<file path="src/rtl/edn_ep_packer.sv">
// Packs successive EDN entropy words into one OutWidth-bit bundle for a local consumer.
// edn_req_o one cycle after req_i, ack_o NumWords cycles later; a finished bundle is held until req_i.
module edn_ep_packer #(
  parameter int unsigned EdnWidth = 32,
  parameter int unsigned OutWidth = 128
) (
  input  logic                clk_i,
  input  logic                rst_ni,
  input  logic                clear_i,
  input  logic                req_i,
  output logic                ack_o,
  output logic [OutWidth-1:0] data_o,
  output logic                fips_o,
  output logic                edn_req_o,
  input  logic                edn_ack_i,
  input  logic [EdnWidth-1:0] edn_bus_i,
  input  logic                edn_fips_i,
  output logic                proto_err_o
);

  localparam int unsigned NumWords = OutWidth / EdnWidth;
  localparam int unsigned CntWidth = (NumWords > 1) ? $clog2(NumWords) : 1;
  localparam logic [CntWidth-1:0] LastIdx = CntWidth'(NumWords - 1);

  if (((OutWidth % EdnWidth) != 0) || (OutWidth < EdnWidth)) begin : g_bad_width
    $error("OutWidth must be a non-zero multiple of EdnWidth");
  end

  typedef enum logic [1:0] {
    IDLE  = 2'd0,
    FILL  = 2'd1,
    READY = 2'd2
  } state_e;

  state_e                state;
  state_e                state_next;
  logic [CntWidth-1:0]   cnt;
  logic [OutWidth-1:0]   data_q;
  logic                  fips_q;
  logic                  capture;
  logic                  ack;

  always_comb begin
    state_next  = state;
    capture     = 1'b0;
    ack         = 1'b0;
    proto_err_o = 1'b0;
    // A flush swallows everything in its cycle, including a stray EDN word.
    if (clear_i) begin
      state_next = IDLE;
    end else begin
      unique case (state)
        IDLE: begin
          proto_err_o = edn_ack_i;
          if (req_i) state_next = FILL;
        end
        FILL: begin
          if (edn_ack_i) begin
            capture = 1'b1;
            if (cnt == LastIdx) state_next = READY;
          end
        end
        READY: begin
          proto_err_o = edn_ack_i;
          ack         = req_i;
          if (req_i) state_next = IDLE;
        end
        default: state_next = IDLE;
      endcase
    end
  end

  always_ff @(posedge clk_i) begin
    if (!rst_ni || clear_i) begin
      state  <= IDLE;
      cnt    <= '0;
      data_q <= '0;
      fips_q <= 1'b1;
    end else begin
      state <= state_next;
      if (state == IDLE && req_i) begin
        cnt    <= '0;
        data_q <= '0;
        fips_q <= 1'b1;
      end
      if (capture) begin
        for (int unsigned i = 0; i < NumWords; i++) begin
          if (cnt == CntWidth'(i)) data_q[i*EdnWidth +: EdnWidth] <= edn_bus_i;
        end
        fips_q <= fips_q & edn_fips_i;
        cnt    <= cnt + 1'b1;
      end
    end
  end

  assign edn_req_o = (state == FILL);
  assign ack_o     = ack;
  assign data_o    = data_q;
  assign fips_o    = fips_q & ack;

endmodule

</file>
<file path="config.mk">
export PLATFORM = sky130hd
export DESIGN_NAME = edn_ep_packer
export DESIGN_NICKNAME = d
export VERILOG_FILES = /design/src/rtl/edn_ep_packer.sv
export SDC_FILE = /design/constraint.sdc
export NUM_CORES = 1
export LEC_CHECK = 0
export ABC_AREA = 1
export BUFFER_PORTS_ARGS = -buffer_cell sky130_fd_sc_hd__buf_2
export CORE_MARGIN = 5
export CORE_UTILIZATION = 47
export DETAILED_ROUTE_END_ITERATION = 12
export PLACE_DENSITY = 0.76
export SYNTH_ARGS = -nofsm -noshare
export SYNTH_HDL_FRONTEND = slang
export SYNTH_SLANG_ARGS = --single-unit
</file>
<file path="constraint.sdc">
create_clock -name clk_i -period 1.3 [get_ports clk_i]
set_input_delay 0.195 -clock clk_i [delete_from_list [all_inputs] [get_ports clk_i]]
set_output_delay 0.195 -clock clk_i [all_outputs]
set_load 0.05 [all_outputs]
</file>
Word-level counts from Yosys, hierarchy flattened. Cells that the tools add are included.

$add $sub $neg: 1. Multiply operators: 0. Divide/modulo/power cells: 0. $lt $le $gt $ge: 0. Eq/ne operators: 9. Shift operators: 0. Multiplexer cells: 22. Bitwise logic cells: 2. Reductions and logical operators: 9.

Operators by type and width (number): $mux W128 (2); $mux W32 (4); $mux W2 (6); $mux W1 (9); $eq A2 B2 Y1 const B (3); $pmux W2 S3 (1); $eq A2 B1 Y1 const B (2); $logic_not A2 Y1 (2); $ne A2 B1 Y1 const B (2); $ne A2 B2 Y1 const B (2); $reduce_and A4 Y1 (1); $reduce_or A2 Y1 (2); $add A2 B1 Y2 const B (1); $and A1 B1 Y1 (2); $reduce_bool A2 Y1 (1); $logic_and A1 B1 Y1 (1); $logic_not A1 Y1 (1); $logic_or A1 B1 Y1 (1).

Flip-flop bits (word level): 133. Latch bits: 0. Memory bits (writable): 0. ROM bits: 0. Input port bits: 38. Output and inout port bits: 132. Logic and storage cells: 47. Memories: 0.

Depth between registers and ports, before layout.
Word-level depth: 5. Mapped depth: 8. Gate-level depth less buffers: 7.

Least setup slack after synthesis. OpenSTA, ideal clock, no wires.

Kind: register to output. From: reg state[1]. To: out fips_o. Arrival: 2.012 ns. Required time: 1.105 ns. Slack: -0.907 ns. Stages on the path, launching flop included: 3. Path buffers: 0. Cells stage by stage: dfxtp_1 > nand2_1 > nor4_1.

Cells in the longest elaborated chain, start to end: 4.

Ends and longest elaborated chain: start, declared (line 35) `state_e state;`; start signal, assigned (line 80) `state <= state_next;`; $eq A2 B2 Y1 (line 52) `unique case (state)`; $mux W1 (line 52); $mux W1 (line 49) `if (clear_i) begin`; $and A1 B1 Y1 (line 99) `assign fips_o = fips_q & ack;`; end, declared (line 13) `output logic fips_o,`.

Every way passes these cells.

Final worst setup path.
From: reg state[0]. To: reg data_q[27], in the netlist data_o[27].

Cells in the longest elaborated chain, start to end: 5. Elaborated cells between the ends (all ways): 8. Classes of those cells: eq/ne (1); mux (5); reduce/logical (2).

Ends and longest elaborated chain: $logic_not A2 Y1 (line 81) `if (state == IDLE && req_i) begin`; $logic_and A1 B1 Y1 (line 81); $mux W128 (line 81); $mux W32 (line 88) `if (cnt == CntWidth'(i)) data_q[i*EdnWidth +: EdnWidth] <= edn_bus_i;`; $mux W128 (*) (line 86) `if (capture) begin`; end signal, assigned by index (line 88); end, declared (line 38) `logic [OutWidth-1:0] data_q;`.

Every way passes the cells marked *; elsewhere a longest branch is shown, timed or not. A chain may end at the register's enable or synchronous reset.

==> impl.org <==
** Floorplanning
- The floorplan step defined a core boundary enclosing 12,060 sq um.
- For this configuration, the core starts out at a cell density of 0.4817.
- Measured along the y axis, the die boundary spans 121.2 um.
- During I/O placement, the number of pins put on the boundary was 170.
- Die Area :: 14,690 sq um
- Number of cell rows :: 40
- Measured along the x axis, the die boundary spans around 120 um.

** Worst setup path
- STA classifies the critical path endpoint as a flip-flop.
- Endpoint required time on the critical path :: approximately 1.6 ns
- The endpoint identified for the worst register-to-register timing path is data_o[27]$_SDFF_PP0_.
- Kind of start point of the critical path :: flip-flop
- Reg2reg start :: state[0]$_SDFFE_PP0P_
- Along the worst path, the maximum fanout reaches 5.
- Worst-case reg-to-reg path depth :: 9
- Data on the critical path arrives at its endpoint at 1.83 ns.
- Critical setup path kind :: flip-flop to flip-flop
- In this run the register-to-register setup slack is -0.21 ns.

** Clock network
- CTS sink cnt :: approximately 130
- Clock tree synthesis selected as its root buffer the cell sky130_fd_sc_hd__clkbuf_16.
- The H-tree was split into 4 levels.
- For the worst-skew pair, the clock arrives at the later sink with an insertion delay of 0.42 ns.
- No sink is reached through more buffers than the 2 on the longest clock path.
- Clock tree synthesis inserted a total of 17 buffers.
- CTS tree :: yes
- Clock-pin slew was measured on the worst setup and hold paths at 0.06 ns.

** Final layout
- The final layout contains 1,149 nets.
- Summing all multi-input logic gate instances after layout gives between 3000 and 4000 sq um.
- Filler Cell Count :: 966
- The top cell types in the final layout, fill and taps aside, are 349 x sky130_fd_sc_hd__nand2_1, 205 x sky130_fd_sc_hd__nor2_1, 163 x sky130_fd_sc_hd__buf_2.
- Compared with the post-synthesis result, the final layout area differs by 48.71%.
- ANT cells :: 0
- Layout cells sized above 1 :: 0.3277
- With fillers left out, the area of the finished cells amounts to 8641 sq um.
- The library cell used most frequently in the layout, excluding fill and tap cells, is sky130_fd_sc_hd__nand2_1.
- Area used by sequential logic in the layout :: 2669 sq um
- Excluding fillers, the count of instances in the completed layout stands at 1,288.

** Drt
- Once detail routing completed, the nets flagged for antenna violations numbered 0.
- Wire segments on met3 add up to between 1 and 1.5 mm in the final route.
- Total met2 wirelength after detailed routing :: 9.132 mm
- Dividing the detail-routed wire length by the instance count gives about 15 um.
- After detailed routing, the total wire length is between 15 and 20 mm.
- Drt via density :: between 4 and 5
- Before antenna repair, the detailed router went through 7 iterations.
- Across all layers, the routed design uses 6,170 vias.
- After detailed routing, the wire length on met1 is 8.026 mm.
- DRC violation total after the first TritonRoute iteration :: 490
- Final routed DRC violation total :: 0
- In this run the top signal layer used is met4.

** Logic synthesis
- After synthesis, the largest family of logic cells by area is simple AND/OR/NAND/NOR gates.
- Of the post-synthesis cell area, the part taken by muxes is 0.
- Post-synthesis share of cell area spent on and, or, nand and nor gates :: 0.4444
- XOR/XNOR share of the synthesized area :: 0
- Synthesis instantiated 19 different standard cells from the library.
- The mapped netlist covers 5811 sq um.
- Number of nets in the synthesized netlist :: 950
- Of the synthesized area, sequential elements account for 0.4582.
- The area fraction in compound gates after synthesis came to 0.004307.
- Per-instance average area after synthesis :: approximately 6.4 sq um
- Yosys printed 0 warnings.
- Number of cells produced by synthesis :: 908
- Area share of fa/ha/maj cells after synthesis :: 0.008613
- Counting flops and latches in the post-synthesis netlist gives 133.

** Min path
- Min-delay src :: edn_bus_i[21]
- The path class of the tightest hold or removal check is input port to flip-flop.
- The worst hold path terminates at data_o[117]$_SDFF_PP0_.
- Counting instances, the worst hold path has a depth of 3.

** Global route
- The via count of the first global-routing pass was 5,549.
- Largest net degree at the start of global routing :: 39
- Global-route wire length before repair :: 27.92 mm
- The initial antenna violation count came to 0.
- Summed over all layers, the global routing overflow is 0.
- All-Layer GR Usage :: 0.2399

** Place
- Placement-stage cell area :: around 7000 sq um
- Detailed placement ended at an HPWL of 11.38 mm.
- Cell count after placement :: 1,224
- I/O Buffers :: 169
- GP Congestion :: ~0.87

** Power
- IR analysis of the VDD net gives a maximum drop of 0.0007255 V.
- P_leak :: 4.786 nW
- Dividing total power by cell area gives a power density of ~1200 nW/um^2.

** STA
- In the finished design, the share of the clock period the worst path needs comes to 1.164.
- Least-Margin Pin Slew :: 0.4076 ns
- Setup violations remaining at the end of the flow were counted as 133.
- The worst path in the final design needs a cycle of 1.513 ns, including I/O delays and setup.
- Smallest setup slack after layout :: -0.2133 ns
- Derived from the worst setup path, the maximum achievable clock frequency is 660.8 MHz.
- Pins Over Slew Limit :: 0
- Across the routed clock network, the largest skew measured is between 0.005 and 0.006 ns.
- Unrepaired setup endpoints after global routing :: yes
- The final hold violation count is 0.
- Slew Limit Headroom :: 0.7280

** Outcome
- Failing checks :: setup timing
- Result of the run :: finished with violations

** Job
- Max-cap violations in this run came to 0.
## metrics by stage
step | setup TNS [ns] | power, W | setup WS, ns | hold slack, ns | utilization
finish | -12.52 | 0.01015 | -0.2133 | 0.02427 | 0.7164
floorplan | -0.8153 | 0.004476 | -0.02308 | 0.3299 | -
CTS | -2.600 | 0.01002 | -0.1900 | 0.02346 | 0.6733
global placement | 0 | 0.004697 | 0.01427 | 0.4184 | 0.5829
detailed placement | -0.06146 | 0.004698 | -0.01449 | 0.4278 | 0.5829
global route | -20.35 | 0.01042 | -0.2459 | 0.04251 | 0.7164
## worst max-delay path by stage
stage | startpoint | end | slack [ns] | cells after the start
2_1_floorplan | state[0]$_SDFFE_PP0P_ | data_o[103]$_SDFF_PP0_ | -0.02 | 7
3_3_place_gp | clear_i | data_o[9]$_SDFF_PP0_ | 0.01 | 6
3_5_place_dp | clear_i | data_o[32]$_SDFF_PP0_ | -0.01 | 6
4_1_cts | state[0]$_SDFFE_PP0P_ | fips_o | -0.19 | 4
5_1_grt | state[0]$_SDFFE_PP0P_ | data_o[27]$_SDFF_PP0_ | -0.25 | 9
6_report | state[0]$_SDFFE_PP0P_ | data_o[27]$_SDFF_PP0_ | -0.21 | 9
## synthesized netlist by cell type
cell | count | area share
sky130_fd_sc_hd__nor3_1 | 1 | 0.00086
sky130_fd_sc_hd__buf_4 | 5 | 0.0065
sky130_fd_sc_hd__nor2_2 | 2 | 0.0022
sky130_fd_sc_hd__buf_2 | 26 | 0.022
sky130_fd_sc_hd__inv_1 | 42 | 0.027
sky130_fd_sc_hd__buf_6 | 9 | 0.017
sky130_fd_sc_hd__dfxtp_1 | 133 | 0.46
sky130_fd_sc_hd__ha_1 | 4 | 0.0086
sky130_fd_sc_hd__nor2_8 | 1 | 0.0034
sky130_fd_sc_hd__nand3_1 | 23 | 0.020
sky130_fd_sc_hd__nor2_1 | 241 | 0.16
sky130_fd_sc_hd__buf_1 | 1 | 0.00065
sky130_fd_sc_hd__o21ai_0 | 2 | 0.0017
sky130_fd_sc_hd__nor4_1 | 1 | 0.0011
sky130_fd_sc_hd__a21oi_1 | 3 | 0.0026
sky130_fd_sc_hd__inv_2 | 4 | 0.0026
sky130_fd_sc_hd__nand3_2 | 4 | 0.0069
sky130_fd_sc_hd__nand2_1 | 394 | 0.25
sky130_fd_sc_hd__clkbuf_1 | 12 | 0.0078
## logic make-up after synthesis
kind of cell    after synthesis
buf+inv                      99
simple gates                667
compound gates                5
flops                       133
fa+ha+maj                     4
## area by class of cell
type,count,share of cell area
multi-input cells,676,0.3516
flip-flops and latches,133,0.3089
repair buffers,233,0.2185
clock buffers,25,0.05966
well taps,168,0.02433
inverters,46,0.02085
clock inverters,7,0.01622
## flip-flops by register name, indices dropped and copies added, names as in the netlist
register and flops:
data_o 128, cnt 2, state 2, fips_q 1
## per-layer routing
layer / vias to the layer above / GRT usage
li1: 3096 / -
met1: 2805 / 0.3048
met2: 231 / 0.3918
met3: 38 / 0.06014
met4: 0 / 0.09314
met5: - / 0
## timing repair
action	CTS	global route
hold buffers	1	0
endpoints found under the setup margin	46	135
cloned	5	9
gates resized for setup	60	87
buffers inserted	8	9
pin swaps	7	11
hold endpoints to repair	1	0
## worst max-delay path, cell delays in order (launching register included)
cell	delay [ns]
sky130_fd_sc_hd__dfxtp_2	0.37
sky130_fd_sc_hd__clkinv_4	0.09
sky130_fd_sc_hd__nor2_8	0.13
sky130_fd_sc_hd__buf_12	0.12
sky130_fd_sc_hd__nand3_4	0.11
sky130_fd_sc_hd__buf_8	0.19
sky130_fd_sc_hd__buf_12	0.13
sky130_fd_sc_hd__buf_16	0.14
sky130_fd_sc_hd__nor2_4	0.08
sky130_fd_sc_hd__nor2_2	0.04
## power by group
| group | internal [W] | leakage, nW | switching (W) |
|---|---|---|---|
| logic | 0.000304 | 3.40 | 0.000452 |
| registers | 0.00409 | 1.07 | 0.00000718 |
| clock network | 0.00352 | 0.316 | 0.00178 |
| total | 0.00790 | 4.79 | 0.00224 |
No activity file was read; power rests on OpenSTA's default activity.
